--- src/rtl/ysyx_24080014_seq_ctrl_pkg.sv ---
// Shared definitions for the multi-cycle sequencer: state encoding,
// fault cause codes, reset PC default and datapath widths.
package ysyx_24080014_seq_ctrl_pkg;

    localparam int unsigned INST_W = 32;
    localparam int unsigned XLEN   = 32;
    localparam logic [XLEN-1:0] RESET_PC_DEFAULT = 32'h8000_0000;

    typedef enum logic [2:0] {
        S_IDLE   = 3'd0,
        S_FETCH  = 3'd1,
        S_RESP   = 3'd2,
        S_DECODE = 3'd3,
        S_EXEC   = 3'd4,
        S_WB     = 3'd5,
        S_HALT   = 3'd6
    } seq_state_e;

    typedef enum logic [1:0] {
        FC_NONE     = 2'd0,
        FC_IMEM_ERR = 2'd1,
        FC_MISALIGN = 2'd2,
        FC_TIMEOUT  = 2'd3
    } fault_cause_e;

    // Instructions are word aligned; only the two low address bits matter.
    function automatic logic is_misaligned(input logic [1:0] addr_lo);
        return addr_lo != 2'b00;
    endfunction

endpackage

--- src/rtl/ysyx_24080014_seq_ctrl_if.sv ---
// Instruction-memory request/grant/response bus between the sequencer
// (master) and the instruction memory (slave).
interface ysyx_24080014_seq_ctrl_if;
    import ysyx_24080014_seq_ctrl_pkg::*;

    logic              req;
    logic [XLEN-1:0]   addr;
    logic              gnt;
    logic              rvalid;
    logic [INST_W-1:0] rdata;
    logic              err;

    modport master (
        output req,
        output addr,
        input  gnt,
        input  rvalid,
        input  rdata,
        input  err
    );

    modport slave (
        input  req,
        input  addr,
        output gnt,
        output rvalid,
        output rdata,
        output err
    );
endinterface

--- src/rtl/ysyx_24080014_seq_timeout.sv ---
// Loadable down-counter guarding the EXEC state. clear reloads the counter
// with load_value; while en is high it counts down and sticks at zero.
// expire is high whenever the count is zero.
module ysyx_24080014_seq_timeout #(
    parameter int unsigned WIDTH = 4
) (
    input  logic             clk,
    input  logic             rst,
    input  logic             clear,
    input  logic             en,
    input  logic [WIDTH-1:0] load_value,
    output logic             expire
);

    logic [WIDTH-1:0] count_reg;

    // Reload on clear, otherwise count down while enabled until zero.
    always_ff @(posedge clk or posedge rst) begin
        if (rst) begin
            count_reg <= '0;
        end else if (clear) begin
            count_reg <= load_value;
        end else if (en && (count_reg != '0)) begin
            count_reg <= count_reg - 1'b1;
        end
    end

    assign expire = (count_reg == '0);

endmodule

--- src/rtl/ysyx_24080014_seq_ctrl.sv ---
// FETCH -> DECODE -> EXEC -> WB sequencer owning the PC and the
// instruction-memory handshake; stops in HALT on ebreak or a fault.
// Optional macro SEQ_PERF_CNT_EN adds cycle_cnt / instret_cnt outputs.
module ysyx_24080014_seq_ctrl
    import ysyx_24080014_seq_ctrl_pkg::*;
#(
    parameter logic [31:0] RESET_PC     = RESET_PC_DEFAULT,
    parameter int unsigned EXEC_TIMEOUT = 16
) (
    input  logic                        clk,
    input  logic                        rst,
    ysyx_24080014_seq_ctrl_if.master    imem,
    output logic [INST_W-1:0]           inst,
    output logic                        inst_valid,
    output logic                        exec_start,
    input  logic                        exec_done,
    input  logic                        br_taken,
    input  logic [31:0]                 br_target,
    input  logic                        wb_need,
    input  logic                        halt_req,
    output logic                        rf_wen,
    output logic [31:0]                 pc,
    output logic                        halted,
    output logic                        fault,
`ifdef SEQ_PERF_CNT_EN
    output logic [63:0]                 cycle_cnt,
    output logic [63:0]                 instret_cnt,
`endif
    output logic [1:0]                  fault_cause
);

    // Counter holds EXEC_TIMEOUT-1 on the first EXEC cycle so that it
    // expires during the EXEC_TIMEOUT-th cycle.
    localparam int unsigned TO_W = (EXEC_TIMEOUT > 1) ? $clog2(EXEC_TIMEOUT) : 1;
    localparam logic [TO_W-1:0] TO_LOAD = TO_W'(EXEC_TIMEOUT - 1);

    seq_state_e        state_reg, state_next;
    logic [31:0]       pc_reg;
    logic [31:0]       target_reg, target_next;
    logic [31:0]       candidate_pc;
    logic [INST_W-1:0] inst_reg, inst_next;
    fault_cause_e      fault_cause_reg, fault_cause_next;
    logic              rf_wen_next;
    logic              imem_req_reg;
    logic              inst_valid_reg;
    logic              exec_start_reg;
    logic              rf_wen_reg;
    logic              halted_reg;
    logic              resp_fire;
    logic              timeout_expire;

    // A response is consumed either in RESP or, for zero-wait memory,
    // in the same FETCH cycle that is granted.
    assign resp_fire = ((state_reg == S_FETCH) && imem.gnt && imem.rvalid) ||
                       ((state_reg == S_RESP) && imem.rvalid);

    ysyx_24080014_seq_timeout #(
        .WIDTH (TO_W)
    ) u_timeout (
        .clk        (clk),
        .rst        (rst),
        .clear      (state_reg == S_DECODE),
        .en         (state_reg == S_EXEC),
        .load_value (TO_LOAD),
        .expire     (timeout_expire)
    );

    // Next-state, latched instruction, next PC and fault cause.
    always_comb begin
        state_next       = state_reg;
        inst_next        = inst_reg;
        target_next      = target_reg;
        fault_cause_next = fault_cause_reg;
        rf_wen_next      = 1'b0;
        candidate_pc     = br_taken ? br_target : (pc_reg + 32'd4);

        case (state_reg)
            S_IDLE: begin
                state_next = S_FETCH;
            end
            S_FETCH, S_RESP: begin
                if (resp_fire) begin
                    if (imem.err) begin
                        fault_cause_next = FC_IMEM_ERR;
                        state_next       = S_HALT;
                    end else begin
                        inst_next  = imem.rdata;
                        state_next = S_DECODE;
                    end
                end else if ((state_reg == S_FETCH) && imem.gnt) begin
                    state_next = S_RESP;
                end
            end
            S_DECODE: begin
                state_next = halt_req ? S_HALT : S_EXEC;
            end
            S_EXEC: begin
                if (exec_done) begin
                    if (is_misaligned(candidate_pc[1:0])) begin
                        fault_cause_next = FC_MISALIGN;
                        state_next       = S_HALT;
                    end else begin
                        target_next = candidate_pc;
                        rf_wen_next = wb_need;
                        state_next  = S_WB;
                    end
                end else if (timeout_expire) begin
                    fault_cause_next = FC_TIMEOUT;
                    state_next       = S_HALT;
                end
            end
            S_WB: begin
                state_next = S_FETCH;
            end
            S_HALT: begin
                state_next = S_HALT;
            end
            default: begin
                state_next = S_HALT;
            end
        endcase
    end

    // State, instruction, redirect target and PC registers; the PC only
    // moves on the WB -> FETCH transition.
    always_ff @(posedge clk or posedge rst) begin
        if (rst) begin
            state_reg       <= S_IDLE;
            pc_reg          <= RESET_PC;
            target_reg      <= RESET_PC;
            inst_reg        <= '0;
            fault_cause_reg <= FC_NONE;
        end else begin
            state_reg       <= state_next;
            inst_reg        <= inst_next;
            target_reg      <= target_next;
            fault_cause_reg <= fault_cause_next;
            if (state_reg == S_WB) begin
                pc_reg <= target_reg;
            end
        end
    end

    // Strobes are flops decoded from the next state so they are glitch-free.
    always_ff @(posedge clk or posedge rst) begin
        if (rst) begin
            imem_req_reg   <= 1'b0;
            inst_valid_reg <= 1'b0;
            exec_start_reg <= 1'b0;
            rf_wen_reg     <= 1'b0;
            halted_reg     <= 1'b0;
        end else begin
            imem_req_reg   <= (state_next == S_FETCH);
            inst_valid_reg <= (state_next == S_DECODE);
            exec_start_reg <= (state_next == S_EXEC) && (state_reg != S_EXEC);
            rf_wen_reg     <= rf_wen_next;
            halted_reg     <= (state_next == S_HALT);
        end
    end

`ifdef SEQ_PERF_CNT_EN
    logic [63:0] cycle_cnt_reg;
    logic [63:0] instret_cnt_reg;

    // Free-running cycle count outside HALT and retired-instruction count.
    always_ff @(posedge clk or posedge rst) begin
        if (rst) begin
            cycle_cnt_reg   <= '0;
            instret_cnt_reg <= '0;
        end else begin
            if (state_reg != S_HALT) begin
                cycle_cnt_reg <= cycle_cnt_reg + 64'd1;
            end
            if (state_reg == S_WB) begin
                instret_cnt_reg <= instret_cnt_reg + 64'd1;
            end
        end
    end

    assign cycle_cnt   = cycle_cnt_reg;
    assign instret_cnt = instret_cnt_reg;
`endif

    assign imem.req    = imem_req_reg;
    assign imem.addr   = pc_reg;
    assign inst        = inst_reg;
    assign inst_valid  = inst_valid_reg;
    assign exec_start  = exec_start_reg;
    assign rf_wen      = rf_wen_reg;
    assign pc          = pc_reg;
    assign halted      = halted_reg;
    assign fault       = (fault_cause_reg != FC_NONE);
    assign fault_cause = fault_cause_reg;

endmodule

--- src/flat_wrapper.sv ---
// flat-port wrapper written by rule: the top's interface ports become plain ports
module ysyx_24080014_seq_ctrl_flat import ysyx_24080014_seq_ctrl_pkg::*;
#(
    parameter logic [31:0] RESET_PC     = RESET_PC_DEFAULT,
    parameter int unsigned EXEC_TIMEOUT = 16
)
  (clk, rst, inst, inst_valid, exec_start, exec_done, br_taken, br_target, wb_need, halt_req, rf_wen, pc, halted, fault, fault_cause, imem_req, imem_addr, imem_gnt, imem_rvalid, imem_rdata, imem_err);
  ysyx_24080014_seq_ctrl_if imem_i ();
  input  logic clk;
  input  logic rst;
  output logic [INST_W-1:0] inst;
  output logic inst_valid;
  output logic exec_start;
  input  logic exec_done;
  input  logic br_taken;
  input  logic [31:0] br_target;
  input  logic wb_need;
  input  logic halt_req;
  output logic rf_wen;
  output logic [31:0] pc;
  output logic halted;
  output logic fault;
  output logic [1:0] fault_cause;
  output wire logic [$bits(imem_i.req)-1:0] imem_req;
  output wire logic [$bits(imem_i.addr)-1:0] imem_addr;
  input wire logic [$bits(imem_i.gnt)-1:0] imem_gnt;
  input wire logic [$bits(imem_i.rvalid)-1:0] imem_rvalid;
  input wire logic [$bits(imem_i.rdata)-1:0] imem_rdata;
  input wire logic [$bits(imem_i.err)-1:0] imem_err;
  assign imem_req = imem_i.req;
  assign imem_addr = imem_i.addr;
  assign imem_i.gnt = imem_gnt;
  assign imem_i.rvalid = imem_rvalid;
  assign imem_i.rdata = imem_rdata;
  assign imem_i.err = imem_err;
  ysyx_24080014_seq_ctrl #(.RESET_PC(RESET_PC), .EXEC_TIMEOUT(EXEC_TIMEOUT)) u_core (.clk(clk), .rst(rst), .imem(imem_i), .inst(inst), .inst_valid(inst_valid), .exec_start(exec_start), .exec_done(exec_done), .br_taken(br_taken), .br_target(br_target), .wb_need(wb_need), .halt_req(halt_req), .rf_wen(rf_wen), .pc(pc), .halted(halted), .fault(fault), .fault_cause(fault_cause));
endmodule
--- config.mk ---
export PLATFORM = sky130hd
export DESIGN_NAME = ysyx_24080014_seq_ctrl_flat
export DESIGN_NICKNAME = d
export VERILOG_FILES = /design/src/rtl/ysyx_24080014_seq_ctrl_pkg.sv /design/src/rtl/ysyx_24080014_seq_ctrl_if.sv /design/src/rtl/ysyx_24080014_seq_timeout.sv /design/src/rtl/ysyx_24080014_seq_ctrl.sv /design/src/flat_wrapper.sv
export SDC_FILE = /design/constraint.sdc
export NUM_CORES = 1
export LEC_CHECK = 0
export CORE_MARGIN = 5
export CORE_UTILIZATION = 51
export CTS_BUF_LIST = sky130_fd_sc_hd__clkbuf_8
export DETAILED_ROUTE_END_ITERATION = 12
export HOLD_SLACK_MARGIN = 0.05
export PLACE_DENSITY_LB_ADDON = 0.08
export SETUP_SLACK_MARGIN = 0.3
export SLEW_MARGIN = 40
export SYNTH_ARGS = -nofsm -noshare
export SYNTH_HDL_FRONTEND = slang
export SYNTH_SLANG_ARGS = --single-unit
export TNS_END_PERCENT = 5
--- constraint.sdc ---
create_clock -name clk -period 9.8 [get_ports clk]
set_input_delay 1.96 -clock clk [delete_from_list [all_inputs] [get_ports clk]]
set_output_delay 1.96 -clock clk [all_outputs]
set_load 0.02 [all_outputs]
---- Yosys cells after proc, flatten, opt, wreduce, memory -nomap -nowiden ----
Cells that the tools add are included.
storage, ports and cells
  register bits ........................... 110
  input port bits ......................... 73
  output and inout port bits .............. 104
  word-level logic and storage cells ...... 67
operators by class
  $add $sub $neg .......................... 2
  equality and inequality tests ........... 14
  mux-type cells .......................... 20
  bitwise gates (word level) .............. 2
  reductions and logical operators ........ 18
operators with widths
  cell                                                                    count
  32-bit by 3-bit adder with 32-bit output (second input constant)        1
  32-bit two-way mux                                                      1
  3-bit two-way mux                                                       5
  2-bit two-way mux                                                       7
  3-bit equality test (second input constant)                             4
  3-bit case mux with 4 select lines                                      1
  3-bit by 2-bit equality test with 1-bit output (second input constant)  3
  4-bit two-way mux                                                       2
  2-bit nonzero test                                                      4
  3-bit by 1-bit equality test with 1-bit output (second input constant)  2
  3-bit by 2-bit != test with 1-bit output (second input constant)        2
  3-bit AND reduction                                                     2
  1-bit logical AND                                                       5
  5-bit AND reduction                                                     1
  4-bit zero test                                                         1
  2-bit case mux with 2 select lines                                      1
  4-bit nonzero test                                                      1
  2-bit OR reduction                                                      2
  4-bit by 1-bit subtractor with 4-bit output (second input constant)     1
  3-bit zero test                                                         1
  1-bit two-way mux                                                       3
  3-bit != test (second input constant)                                   1
  2-bit by 1-bit != test with 1-bit output (second input constant)        1
  2-bit != test (second input constant)                                   1
  2 further kinds                                                         3

---- Logic depth before layout (Yosys ltp) ----
Gate-level depths: netlist of run 1.
  word-level depth ........................ 8
  gate-level depth with buffers ........... 7
  gate-level depth less buffers ........... 7

---- Cells and area by module ----
From an unflattened synthesis of run 1, not the netlist that was laid out.
unflattened totals
  cell total of the unflattened synthesis .. 490
  area, all modules ....................... 5,402.7 µm²
by module, submodules not included
  module                     times used  cells an instance  area an instance (µm²)  seq. area each (µm²)
  ysyx_24080014_seq_ctrl     1           462                5,141.2                 2,655.0
  ysyx_24080014_seq_timeout  1           28                 261.5                   100.1

---- Worst setup path before layout of run 1 ----
Ideal clock, no wire load.
  kind .................................... input -> register
  from .................................... input port br_target[0]
  to ...................................... register u_core.target_reg[19]
  arrival time ............................ 2.992 ns
  setup slack ............................. 6.681 ns
  stages .................................. 6
  path through ............................ nor3b_1 > o211a_1 > buf_4 > nand2_4 > a221oi_2 > nor3_2
on the way
  word-level cells in the longest chain between the ends .. 4
RTL lines
  item                                  RTL line                          RTL
  from (decl)                           flat_wrapper.sv:16                input logic [31:0] br_target;
  32-bit two-way mux                    ysyx_24080014_seq_ctrl.sv:75      candidate_pc = br_taken ? br_target : (pc_reg + 32'd4);
  2-bit nonzero test                    ysyx_24080014_seq_ctrl_pkg.sv:28  return addr_lo != 2'b00;
  1-bit inverter (no source line)       -
  3-bit AND reduction (no source line)  -
  to (signal assigned)                  ysyx_24080014_seq_ctrl.sv:136     target_reg <= target_next;
  to (decl)                             ysyx_24080014_seq_ctrl.sv:39      logic [31:0] target_reg, target_next;
No other way between the ends.
A chain may end at the register's enable or synchronous reset.

---- Worst setup path after layout of run 1 ----
  from .................................... input port br_taken
  to ...................................... register u_core.target_reg[19]
on the way
  word-level cells in the longest chain between the ends .. 4
RTL lines
  item                                  RTL line                          RTL
  from (decl)                           flat_wrapper.sv:15                input logic br_taken;
  32-bit two-way mux *                  ysyx_24080014_seq_ctrl.sv:75
  2-bit nonzero test                    ysyx_24080014_seq_ctrl_pkg.sv:28
  1-bit inverter (no source line)       -
  3-bit AND reduction (no source line)  -
Every way passes the cells marked *; elsewhere a longest branch is shown, timed or not.

==> results of run 1 <==
power breakdown:
group	leakage, uW	internal (uW)	switching, uW	total [uW]
combinational	0.00155	526	467	992
clock	0.000118	154	156	310
sequential	0.00137	652	193	844
total	0.00304	1330	816	2150
placed cells by master, fill, tap and decap left out, drive strengths merged, types with 2 or more instances in the layout:
cell type	instances
clkbuf	10
dfstp	2
buf	5
nand2	41
nor2	24
bufinv	2
and3	6
dfrtp	108
ha	2
a22oi	2
nand4	13
inv	10
clkdlybuf4s50	176
o22ai	4
o21ai	23
xnor2	8
nand2b	2
mux2	64
nand3	25
a21oi	11
xor2	20
nor3	13
nor3b	2
nor4	3
mux2i	4
o211ai	11
and2	5
per-layer routing:
metal  share of wire [%]  track usage [%]
met2                  49             33.4
met4                 1.2             4.49
met3                 7.8             6.68
met5                   0                0
met1                  42             27.0
how the worst max path moves through the flow:
stage                                             end  depth (start not counted)  startpoint
finish              u_core.target_reg[19]$_DFFE_PP0P_                          7    br_taken
detailed placement  u_core.target_reg[19]$_DFFE_PP0P_                          7    br_taken
CTS                 u_core.target_reg[19]$_DFFE_PP0P_                          7    br_taken
global route        u_core.target_reg[19]$_DFFE_PP0P_                          7    br_taken
global placement    u_core.target_reg[19]$_DFFE_PP0P_                          7    br_taken
floorplan                 u_core.exec_start$_DFF_PP0_                          1         rst
per-stage QoR:
step / hold slack [ps] / util, % / area, um^2
finish: 487 / 70.0 / 7190
global route: 514 / 70.0 / 7190
CTS: 490 / 69.9 / 7190
detailed placement: 466 / 67.7 / 6960
global placement: 456 / 67.4 / 6930
floorplan: 445 / - / 5330
cell families (layout without fill, tap and decap cells):
kind of cell	count (synthesis)	after routing
and+or+nand+nor	141	141
DFF	110	110
muxes	68	68
AOI/OAI and AO/OA	59	59
buffers and inverters	59	204
xor gates and xnor gates	28	28
adders and majority gates	2	2
layout make-up:
cell class,count,share of cell area [%]
Tap cell,136,2.37
Timing Repair Buffer,181,25.2
Clock inverter,6,1.27
Clock buffer,10,1.91
Multi-Input combinational cell,298,30.5
Inverter,7,0.400
Sequential cell,110,38.3
critical path, delay by kind of cell:
| family | cells | cell delay [ps] |
|---|---|---|
| buf+inv | 2 | 770 |
| compound gates | 2 | 1060 |
| simple gates | 3 | 840 |
==> qor.yml, run 1 <==
endpoint_kind: "flop"
cp.required_ps: 10060
postSynthCellCount: 467
synth-edff-count: 0
finalCritPeriodShare_pct: 44.8
first_pass_iters: 4
vias: 3989
power.total_uw: 2150
rr_startpoint: "u_core.state_reg[1]$_DFF_PP0_"
min_path_cells: 2
r2r_end: "u_core.target_reg[19]$_DFFE_PP0P_"
io_pins: 177
p_leak_uw: 0.00304
root_buffer: "clkbuf_8"
setup_slack_ps: 5410
synth.yosys.warnings: 0
grt_max_degree: 68
cts_buffer_depth: 2
worstMarginPinSlew_ps: 839
synth_area_um2: 5330
cts_max_level: 3
ys_top_cells_by_area: "dfrtp_1 51%, mux2_2 14%, buf_4 5.4%"
diodes: 0
wl_per_cell_um: 17.0
critPathKind: "in -> reg"
drive_gt1_share_pct: 17.3
synthXorXnorAreaFrac_pct: 4.60
core_um2: 10300
yosys.area.top_type_share_pct: 50.7
status: "finished, final reports clean"
synth_compound_area_share_pct: 7.09
hp-start: "u_core.target_reg[5]$_DFFE_PP0P_"
dpl.hpwl_um: 9280
pre_cts_ws_ps: 5040
relSlewSlack_pct: 44.1
place_inst: 732
syn_avg_cell_area_um2: 11.4
finalNonFillerCells: 748
tns_ps: 0
slowest_delay_ps: 810
clk_latency_ps: 360
ant_nets: 0
drt-initial-drc-count: 165
synth_commonest_cells: "108 x dfrtp_1, 64 x mux2_2, 40 x nand2_1, 38 x buf_4, 24 x nand3_1"
numCtsBuffers: 9
antenna_found_initial: 0
multi_input_area_um2: 2200
yosys.area.top_type: "dfrtp_1"
path_clk_slew_ps: 110
place_congestion: 0.857
ys_types: 54
fmax_mhz: 228
num_rows: 37
rsz0062_at_grt: "no"
start_util_pct: 51.8
worstHoldPathType: "reg -> reg"
syn_to_final_growth_pct: 35.0
path_cells: "clkdlybuf4s50_1 -> buf_4 -> nor3b_1 -> o211a_1 -> nand2_4 -> a221oi_2 -> nor3_2"
cts_num_sinks: 110
ff2ff_path_depth: 5
synth_top_family_by_area: "simple AND/OR/NAND/NOR gates"
die_x_um: 112
cp_max_fo: 32
wl_um: 12700
fin_crit_ps: 4390
power_density_nw_per_um2: 298
grt_overflow_total: 0
n_fill_cell: 795
drv_slew: 0
track_usage_pct: 20.5
yosysMostFrequentCell: "dfrtp_1"
skew_ps: 12.0
setup_viol: 0
synthArstFlopShare_pct: 100
slowest_stage: "o211a_1"
cp.arrival_ps: 4650
seqCellArea_um2: 2760
die_y_um: 112
hold_buffers: 0
synth_seq_area_share_pct: 51.7
post_cts_buffers: 0
synth_flop_cell: "dfrtp_1"
hold_viol_final: 0
port_buffers: 176
via_per_inst: 5.33
synth.ff_latch_count: 110
synthAdderAreaFrac_pct: 0.470
grt_pass1_vias: 4108
grt_pass1_wl_um: 21000
maxCapViolCount: 0
post-route-drc-count: 0
synthMuxAreaShare_pct: 14.3
regToRegSetupSlack_ps: 7400
floorplan.die_area_um2: 12600
synth-simple-area-share_pct: 14.5
worstHoldEndpoint: "u_core.target_reg[5]$_DFFE_PP0P_"
synth.net_count: 542
nNetsFinal: 682
tritoncts: "built"
worstSetupStartpointType: "primary input"
post_cts_resized: 0
max-vdd-ir-drop_uv: 174
(Power assumes the default switching activity.)
==> run 2, diff against run 1 <==
--- a/config.mk
+++ b/config.mk
@@ -6,7 +6,7 @@
 export NUM_CORES = 1
 export LEC_CHECK = 0
 export CORE_MARGIN = 5
-export CORE_UTILIZATION = 51
+export CORE_UTILIZATION = 48
 export CTS_BUF_LIST = sky130_fd_sc_hd__clkbuf_8
 export DETAILED_ROUTE_END_ITERATION = 12
 export HOLD_SLACK_MARGIN = 0.05
==> constraint.sdc (replaced) <==
create_clock -name clk -period 4.4 [get_ports clk]
set_input_delay 0.88 -clock clk [delete_from_list [all_inputs] [get_ports clk]]
set_output_delay 0.88 -clock clk [all_outputs]
set_load 0.02 [all_outputs]
==> qor.yml, run 2 (synthesized netlist as in run 1, its figures left out) <==
die_y_um: 115
first_pass_iters: 4
cts_max_level: 3
hold_buffers: 0
wl_um: 13000
min_path_cells: 2
clk_latency_ps: 360
num_rows: 38
antenna_found_initial: 0
cp_max_fo: 16
cts_buffer_depth: 2
grt_overflow_total: 0
skew_ps: 12.9
regToRegSetupSlack_ps: 2210
endpoint_kind: "flop"
vias: 4042
grt_pass1_vias: 4282
critPathKind: "in -> reg"
tns_ps: 0
ff2ff_path_depth: 6
post_cts_resized: 0
diodes: 0
setup_viol: 0
rsz0062_at_grt: "no"
track_usage_pct: 20.6
root_buffer: "clkbuf_8"
fmax_mhz: 313
busiest_layer: "met2"
floorplan.die_area_um2: 13300
p_leak_uw: 0.00302
drt-initial-drc-count: 184
nNetsFinal: 682
die_x_um: 115
finalCritPeriodShare_pct: 72.5
max-vdd-ir-drop_uv: 436
dpl.hpwl_um: 9640
cp.required_ps: 4700
maxCapViolCount: 0
numCtsBuffers: 9
grtUsageMet2_pct: 34.5
fin_crit_ps: 3190
rr_startpoint: "u_core.state_reg[1]$_DFF_PP0_"
r2r_end: "u_core.target_reg[22]$_DFFE_PP0P_"
core_um2: 10800
worstHoldEndpoint: "u_core.target_reg[3]$_DFFE_PP0P_"
cp.arrival_ps: 3490
layout_commonest_cell: "clkdlybuf4s50_1"
path_cells: "clkdlybuf4s50_1 -> nor3b_1 -> o211a_1 -> buf_4 -> and3_1 -> mux2i_1 -> nand3_1"
slowest_delay_ps: 830
worstHoldPathType: "reg -> reg"
start_util_pct: 49.1
place_congestion: 0.827
worstMarginPinSlew_ps: 631
hp-start: "u_core.target_reg[3]$_DFFE_PP0P_"
port_buffers: 176
power.total_uw: 4680
syn_to_final_growth_pct: 34.6
slowest_stage: "clkdlybuf4s50_1"
drive_gt1_share_pct: 17.3
ant_nets: 0
hold_viol_final: 0
grtUsageMet1_pct: 25.7
via_per_inst: 5.38
status: "finished, final reports clean"
final_cell_mix: "176 x clkdlybuf4s50_1, 108 x dfrtp_1, 64 x mux2_2"
grt_pass1_wl_um: 21700
cpLargestDelayFamily: "buffers and inverters"
power_density_nw_per_um2: 654
tritoncts: "built"
worstSetupStartpointType: "primary input"
grt_max_degree: 111
post-route-drc-count: 0
path_clk_slew_ps: 100
relSlewSlack_pct: 57.8
post_cts_buffers: 0
wl_per_cell_um: 17.3
use_met3_pct: 6.47
drv_slew: 0
cts_num_sinks: 110
path_buf_inv: 2
io_pins: 177
## run 2: cell count changes in the layout (fill, tap and decap cells not counted)
cell        previous run  this run
inv_6                  3         1
buf_4                  2         3
buf_12                 0         1
inv_8                  0         1
clkinvlp_4             0         1
clkinv_4               0         1
clkbuf_8              10        11
bufinv_16              2         0
buf_6                  2         0
## run 2: cell type report
| type | instances | area [um^2] |
|---|---|---|
| Timing Repair Buffer | 181 | 1820 |
| Fill cell | 919 | 3670 |
| Multi-Input combinational cell | 298 | 2200 |
| Clock inverter | 5 | 41.3 |
| Sequential cell | 110 | 2760 |
| Inverter | 7 | 28.8 |
| Tap cell | 140 | 175 |
| Clock buffer | 11 | 151 |
## run 2: how the worst max path moves through the flow
| stage | from | endpoint | slack, ps | cells after the start |
|---|---|---|---|---|
| 6_report | br_taken | u_core.target_reg[22]$_DFFE_PP0P_ | 1210 | 7 |
| 5_1_grt | br_taken | u_core.target_reg[13]$_DFFE_PP0P_ | 1100 | 6 |
| 4_1_cts | br_taken | u_core.target_reg[22]$_DFFE_PP0P_ | 1240 | 7 |
| 3_5_place_dp | br_taken | u_core.target_reg[22]$_DFFE_PP0P_ | 830 | 7 |
| 3_3_place_gp | br_taken | u_core.target_reg[22]$_DFFE_PP0P_ | 1000 | 7 |
| 2_1_floorplan | rst | u_core.exec_start$_DFF_PP0_ | 620 | 1 |
## run 2: power breakdown
group          internal, uW  switching, uW
clock                   244            343
sequential             1450            434
combinational          1170           1040
total                  2860           1820
## run 2: worst min-delay path, stage by stage (launching register included)
cell	delay [ps]
dfrtp_1	360
nand2_1	50
o21ai_0	60
## run 2: through the flow
step	setup slack [ps]	utilization, %	hold slack (ps)	instance area [um^2]	cells
after CTS	1240	66.1	492	7160	752
after global routing	1100	66.1	521	7170	752
after floorplan	621	-	445	5330	467
final	1210	66.1	487	7170	752
after detailed placement	834	64.3	469	6970	736
after global placement	1000	64.2	459	6960	735
## run 2: per-layer routing
metal | routed length [um] | up-vias
met2 | 6390 | 159
met4 | 193 | 0
met5 | 0 | -
met3 | 1160 | 15
li1 | - | 1888
met1 | 5270 | 1980
